--- config.mk ---
export PLATFORM = sky130hd
export DESIGN_NAME = spi_master_slave
export DESIGN_NICKNAME = d
export VERILOG_FILES = /design/src/rtl/spi_master_slave.sv
export SDC_FILE = /design/constraint.sdc
export NUM_CORES = 1
export LEC_CHECK = 0
export ABC_AREA = 1
export CORE_MARGIN = 2
export CORE_UTILIZATION = 49
export CTS_CLUSTER_SIZE = 12
export DETAILED_ROUTE_END_ITERATION = 7
export GPL_TIMING_DRIVEN = 0
export PLACE_DENSITY = 0.71
export SETUP_SLACK_MARGIN = 0.05
export SYNTH_ARGS = -nofsm -noshare
export SYNTH_HDL_FRONTEND = slang
export SYNTH_SLANG_ARGS = --single-unit
--- constraint.sdc ---
create_clock -name clk_i -period 1.4 [get_ports clk_i]
set_input_delay 0.14 -clock clk_i [delete_from_list [all_inputs] [get_ports clk_i]]
set_output_delay 0.14 -clock clk_i [all_outputs]
set_load 0.05 [all_outputs]
--- src/rtl/spi_master_slave.sv ---
// Byte-wide SPI master and SPI slave sharing one clock, for full-duplex loopback use.
// Master drives sclk/mosi from a start handshake; slave is selected by an external active-low cs.
module spi_master_slave #(
  parameter int unsigned SCLK_HALF = 50
) (
  input  logic       clk_i,
  input  logic       rst_ni,
  input  logic       cpol_i,
  input  logic       cpha_i,
  input  logic       start_i,
  input  logic [7:0] tx_data_i,
  output logic [7:0] rx_data_o,
  output logic       tx_ready_o,
  output logic       done_o,
  output logic       sclk_o,
  output logic       mosi_o,
  output logic       miso_o,
  input  logic       cs_i,
  output logic [7:0] si_data_o,
  output logic       si_done_o,
  input  logic [7:0] so_data_i,
  input  logic       so_start_i,
  output logic       so_ready_o
);

  localparam int unsigned CntW = (SCLK_HALF > 1) ? $clog2(SCLK_HALF) : 1;
  localparam logic [CntW-1:0] CntMax = CntW'(SCLK_HALF - 1);

  typedef enum logic [1:0] {StIdle, StXfer, StDone} state_e;

  state_e          state_q;
  logic [CntW-1:0] cnt_q;
  logic            half_q;
  logic [2:0]      bit_q;
  logic [7:0]      tx_sh_q, rx_sh_q, rx_data_q;
  logic            cpol_q, cpha_q, sclk_q, mosi_q, done_q, tx_ready_q;

  always_ff @(posedge clk_i or negedge rst_ni) begin
    if (!rst_ni) begin
      state_q    <= StIdle;
      cnt_q      <= '0;
      half_q     <= 1'b0;
      bit_q      <= 3'd0;
      tx_sh_q    <= 8'h00;
      rx_sh_q    <= 8'h00;
      rx_data_q  <= 8'h00;
      cpol_q     <= 1'b0;
      cpha_q     <= 1'b0;
      sclk_q     <= 1'b0;
      mosi_q     <= 1'b0;
      done_q     <= 1'b0;
      tx_ready_q <= 1'b1;
    end else begin
      done_q <= 1'b0;
      unique case (state_q)
        StIdle: begin
          sclk_q <= cpol_i;
          if (start_i) begin
            state_q    <= StXfer;
            tx_ready_q <= 1'b0;
            cpol_q     <= cpol_i;
            cpha_q     <= cpha_i;
            tx_sh_q    <= tx_data_i;
            mosi_q     <= tx_data_i[7];
            sclk_q     <= cpol_i ^ cpha_i;
            cnt_q      <= '0;
            half_q     <= 1'b0;
            bit_q      <= 3'd7;
          end
        end
        StXfer: begin
          if (cnt_q == CntMax) begin
            cnt_q <= '0;
            if (!half_q) begin
              // Entering the second half: sample MISO here for both cpha settings.
              half_q  <= 1'b1;
              sclk_q  <= ~(cpol_q ^ cpha_q);
              rx_sh_q <= {rx_sh_q[6:0], miso_o};
            end else begin
              half_q <= 1'b0;
              if (bit_q == 3'd0) begin
                state_q   <= StDone;
                sclk_q    <= cpol_q;
                done_q    <= 1'b1;
                rx_data_q <= rx_sh_q;
              end else begin
                bit_q   <= bit_q - 3'd1;
                tx_sh_q <= {tx_sh_q[6:0], 1'b0};
                mosi_q  <= tx_sh_q[6];
                sclk_q  <= cpol_q ^ cpha_q;
              end
            end
          end else begin
            cnt_q <= cnt_q + CntW'(1);
          end
        end
        StDone: begin
          tx_ready_q <= 1'b1;
          state_q    <= StIdle;
        end
        default: state_q <= StIdle;
      endcase
    end
  end

  logic [2:0] sclk_sync_q, cs_sync_q;
  logic [1:0] mosi_sync_q;
  logic [2:0] bcnt_q;
  logic [7:0] srx_q, stx_q, si_data_q;
  logic       miso_q, si_done_q, so_ready_q;

  logic sclk_s, sclk_edge, lead_e, trail_e, sample_e, shift_e, cs_s, cs_rise;

  always_comb begin
    sclk_s    = sclk_sync_q[1];
    sclk_edge = sclk_sync_q[1] ^ sclk_sync_q[2];
    lead_e    = sclk_edge & (sclk_s != cpol_i);
    trail_e   = sclk_edge & (sclk_s == cpol_i);
    sample_e  = cpha_i ? trail_e : lead_e;
    shift_e   = cpha_i ? lead_e : trail_e;
    cs_s      = cs_sync_q[1];
    cs_rise   = cs_sync_q[1] & ~cs_sync_q[2];
  end

  always_ff @(posedge clk_i or negedge rst_ni) begin
    if (!rst_ni) begin
      sclk_sync_q <= 3'b000;
      cs_sync_q   <= 3'b111;
      mosi_sync_q <= 2'b00;
      bcnt_q      <= 3'd0;
      srx_q       <= 8'h00;
      stx_q       <= 8'h00;
      si_data_q   <= 8'h00;
      miso_q      <= 1'b0;
      si_done_q   <= 1'b0;
      so_ready_q  <= 1'b1;
    end else begin
      sclk_sync_q <= {sclk_sync_q[1:0], sclk_q};
      cs_sync_q   <= {cs_sync_q[1:0], cs_i};
      mosi_sync_q <= {mosi_sync_q[0], mosi_q};
      si_done_q   <= 1'b0;
      if (cs_s) begin
        bcnt_q <= 3'd0;
        if (cs_rise && (bcnt_q != 3'd0)) begin
          so_ready_q <= 1'b1;
          stx_q      <= 8'h00;
          miso_q     <= 1'b0;
        end
      end else begin
        if (sample_e) begin
          srx_q <= {srx_q[6:0], mosi_sync_q[1]};
          if (bcnt_q == 3'd7) begin
            bcnt_q     <= 3'd0;
            si_data_q  <= {srx_q[6:0], mosi_sync_q[1]};
            si_done_q  <= 1'b1;
            so_ready_q <= 1'b1;
            stx_q      <= 8'h00;
            miso_q     <= 1'b0;
          end else begin
            bcnt_q <= bcnt_q + 3'd1;
          end
        end
        // A shift edge with no bit sampled yet (or just after bit 0) carries no new bit.
        if (shift_e && (bcnt_q != 3'd0)) begin
          stx_q  <= {stx_q[6:0], 1'b0};
          miso_q <= stx_q[6];
        end
      end
      if (so_start_i && so_ready_q) begin
        stx_q      <= so_data_i;
        miso_q     <= so_data_i[7];
        so_ready_q <= 1'b0;
      end
    end
  end

  assign rx_data_o  = rx_data_q;
  assign tx_ready_o = tx_ready_q;
  assign done_o     = done_q;
  assign sclk_o     = sclk_q;
  assign mosi_o     = mosi_q;
  assign miso_o     = miso_q & ~cs_i;
  assign si_data_o  = si_data_q;
  assign si_done_o  = si_done_q;
  assign so_ready_o = so_ready_q;

endmodule

==> results.txt <==
The sum of internal, switching and leakage power came out at 4.542 mW. The worst setup path is launched from a flop. The initial antenna violation count is 0. The checks that failed: setup timing. After layout, the worst setup slack is -0.2140 ns. By area, the combinational part of the netlist is dominated by simple AND/OR/NAND/NOR gates. The antenna diode count is 0. Traced cell by cell, the critical path runs through inv_2, ha_4, nand3_4, buf_12, nor3_4, nand2_2, buf_4, nor3b_1. For this run, the leading register cell type out of synthesis is sky130_fd_sc_hd__dfrtp_1. The number of global-route vias before repair is 2814. On the worst path, the slowest cell contributes a delay of 0.40 ns. The final-report max-slew violation count came out at 0. The leakage power total is 2.353 nW. The per-cell via count in the routed design came out at 5.054. The deepest level of the CTS H-tree came out at 3. The clock tree from TritonCTS is done. Between clock sinks in the finished design, the worst skew comes to 0.01317 ns. Measured against the total synthesized area, the mux share comes to 0. The post-synthesis sequential element count is 77. The parity-gate share of the synthesized area counting xor and xnor cells is 0.009979. The effective utilization at floorplan is 0.5111. After synthesis, the share of flip-flops with an asynchronous set or reset is 1.000. Clock latency on the worst-skew pair, taken at its later pin, is 0.35 ns. For this run, the register share of the synthesized area comes to 0.5506.

The die span in x came out at 88.65 µm. The placement-stage worst setup slack came out at -0.4096 ns. After synthesis, the cell types taking the most area are sky130_fd_sc_hd__dfrtp_1 51%, sky130_fd_sc_hd__nand2_1 13%, sky130_fd_sc_hd__inv_1 4.8%.

For this block, the routed nets add up to 8087 µm of wire. The number of sinks handled by clock tree synthesis came out at 77. The most common cell in the synthesized netlist is sky130_fd_sc_hd__nand2_1. The arrival time at the worst endpoint is 1.87 ns. From bottom edge to top edge, the die measures 88.65 µm. The die footprint is 7858 µm².

The worst supply voltage drop on vdd is 0.6367 mV. The tool flagged a number of max-cap violations equal to 0. The area overhead of the layout relative to synthesis came out at 43.30%. The tree is rooted in a sky130_fd_sc_hd__clkbuf_8. The post-synth net total came out at 412. After floorplanning, the core was sized to cover 6869 µm². The final layout contains 503 nets.

The post-detailed-placement half-perimeter wirelength is 4581 µm. The number of instances in the synthesized netlist came out at 382. Setup violations remaining at the end of the flow were counted as 53. The fraction of the mapped netlist area in adder cells came out at 0.02495. The global-route wire length before repair is 12700 µm. The data required time of the worst path came out at 1.65 ns. In the global route stage, overall resource usage came out at 0.2101. The count of cell types in the netlist is 33. The pre-antenna-repair detailed-routing pass consisted of 4 iterations.

The worst-case headroom to the max-slew limit is 0.6806. The top-area cell type share of the netlist area came out at 0.5132. The number of filler cells placed in the layout came out at 474.

The register-to-register setup slack came out at -0.21 ns. The achievable frequency came out at 619.6 MHz. Setup repair after global routing could not meet its margin everywhere.

The share of the cycle needed by the critical path after routing came out at 1.153. The count of boundary I/O pins came out at 46. The ratio of total power to cell area is 902.8 nW/µm². Counting instances in the post-synthesis netlist gives the leading cell types as 118 x sky130_fd_sc_hd__nand2_1, 72 x sky130_fd_sc_hd__dfrtp_1, 45 x sky130_fd_sc_hd__inv_1.

After global routing the overflow that remains totals 0. The detail-routed net length per standard cell is 14.09 µm. The global placement routability congestion is 0.8027. Counting the buffers created by CTS gives 9. The proportion of layout cells with a drive suffix above 1 is 0.4310. By startpoint and endpoint, the worst setup path is classified as flop to flop. The synthesized cell area is 3511 µm². The slew at the pin closest to its max-slew limit came out at 0.4810 ns. The min-delay analysis places its worst path in the category input port to async pin. During synthesis, Yosys emitted a total of 0 warnings. Clock-pin slew was measured on the worst setup and hold paths at 0.08 ns. The detail route stage leaves a number of antenna-violating nets equal to 0. The routed layout has 2901 vias. The worst path in the final design needs a cycle of 1.614 ns, including I/O delays and setup.

The highest fanout seen on the critical path came out at 5. The number of enable-type register cells in the synthesized netlist is 0. The post-route DRC violation count is 0. STA classifies the critical path endpoint as a flop. The number of buffers between clock root and the deepest sink came out at 2. The quantity of I/O buffers inserted on ports came out at 45. The initialized floorplan defines 30 standard-cell rows.

After the first detailed-routing iteration, the DRC count stood at 114. The flow ran to the end, but the final reports show violations. The largest area contributor in the netlist is sky130_fd_sc_hd__dfrtp_1.

The master of the slowest instance on the critical path is sky130_fd_sc_hd__dfrtp_1. The synthesized-area fraction occupied by ao, oa, aoi and oai cells is 0.1037. The pin count of the biggest net entering global routing is 60. Of the total synthesized cell area, the portion taken by AND, OR, NAND and NOR gates is 0.2345.

The mean instance size in the synthesized netlist is 9.191 µm². The final number of hold-violating endpoints came out at 0.
per-stage QoR:
step	hold slack (ns)	cell area, µm²	TNS (ns)	cells	util
floorplan	-0.1556	3528	-0.3742	382	-
global placement	0.3344	4099	-201.12	523	0.5967
detailed placement	0.03718	4124	-14.18	524	0.6004
CTS	0.1999	4825	-1.707	564	0.7024
global route	0.2247	5031	-8.931	574	0.7324
finish	0.2033	5031	-5.112	574	0.7324
layout by cell type, fill, tap and decap left out, types with 3 or more instances in the layout:
master                            Yosys  routed
sky130_fd_sc_hd__ha_2                 0       3
sky130_fd_sc_hd__nor2_8               3       3
sky130_fd_sc_hd__nand2_4              3      10
sky130_fd_sc_hd__dfstp_2              5       5
sky130_fd_sc_hd__nor2_2               2       4
sky130_fd_sc_hd__nand2_2              3      43
sky130_fd_sc_hd__inv_1               45      37
sky130_fd_sc_hd__nand4_1              7       7
sky130_fd_sc_hd__dfrtp_1             72      69
sky130_fd_sc_hd__clkbuf_1             1       3
sky130_fd_sc_hd__xor2_1               3       3
sky130_fd_sc_hd__o21ai_0             22      15
sky130_fd_sc_hd__inv_2                5      12
sky130_fd_sc_hd__buf_4                0      19
sky130_fd_sc_hd__nand3_4              0       5
sky130_fd_sc_hd__clkdlybuf4s15_2      0      13
sky130_fd_sc_hd__o21ai_2             10      24
sky130_fd_sc_hd__clkdlybuf4s50_1      0      21
sky130_fd_sc_hd__o22ai_1              4       4
sky130_fd_sc_hd__buf_12               0       4
sky130_fd_sc_hd__nand2_1            118      71
sky130_fd_sc_hd__clkbuf_8             0       9
sky130_fd_sc_hd__dfrtp_2              0       3
sky130_fd_sc_hd__buf_6                3      15
sky130_fd_sc_hd__o21ai_1             20      13
sky130_fd_sc_hd__nor2_4               2       3
sky130_fd_sc_hd__clkbuf_2             0       6
sky130_fd_sc_hd__nand3_1             20      17
worst paths after layout:
check,from,endpoint,cells after the start
max in group asynchronous,rst_ni,cs_sync_q[0],3
worst min-delay path,rst_ni,si_data_o[6],2
worst max register to register,cnt_q[1],state_q[1],8
worst max-delay path,cnt_q[1],state_q[1],8
worst min register to register,mosi_sync_q[0],mosi_sync_q[1],0
min in group clk_i,cs_i,cs_sync_q[0],1
critical path, delay by kind of cell (launching register included):
| family | cells | cell delay, ns |
|---|---|---|
| adders and majority gates | 1 | 0.15 |
| buffers and inverters | 3 | 0.38 |
| DFF | 1 | 0.40 |
| and+or+nand+nor | 4 | 0.59 |
logic make-up after synthesis:
| family | count (synthesis) |
|---|---|
| AOI/OAI and AO/OA | 62 |
| xor gates and xnor gates | 4 |
| adders and majority gates | 7 |
| buffers and inverters | 61 |
| DFF | 77 |
| and+or+nand+nor | 171 |
final cells by class:
class / instances / area (µm²) / area share
Timing Repair Buffer: 80 / 827.0 / 0.1644
Multi-Input combinational cell: 244 / 1639 / 0.3258
Sequential cell: 77 / 1937 / 0.3850
Inverter: 54 / 224.0 / 0.04452
Clock buffer: 12 / 135.1 / 0.02686
Tap cell: 96 / 120.1 / 0.02387
Buffer: 7 / 76.32 / 0.01517
Clock inverter: 4 / 72.57 / 0.01442
power breakdown:
group / total [mW] / switching (mW) / internal (mW) / leakage, nW
combinational: 0.345 / 0.205 / 0.140 / 1.30
sequential: 2.40 / 0.0603 / 2.34 / 0.949
clock: 1.80 / 0.797 / 1.00 / 0.101
state kept, by name, summed over array words and instances, names as in the netlist, 2 cells and up:
name	flops
tx_sh_q	7
bit_q	3
rx_data_o	8
rx_sh_q	8
cnt_q	6
state_q	2
stx_q	7
sclk_sync_q	3
si_data_o	8
srx_q	7
mosi_sync_q	2
bcnt_q	3
cs_sync_q	3
timing repair:
action | 4_1_cts | 5_1_grt
gates cloned | 5 | 1
hold buffers | 1 | 0
setup endpoints to repair | 80 | 68
hold endpoints to repair | 29 | 0
pin swaps | 21 | 19
buffers inserted | 18 | 10
gates resized for setup | 147 | 62
layer usage:
layer / wire length [µm] / GRT usage
met2: 4223 / 0.3535
met4: 148 / 0.09504
met3: 216 / 0.03451
met5: 0 / 0
met1: 3498 / 0.2663
Power figures use the tool's default switching activity.
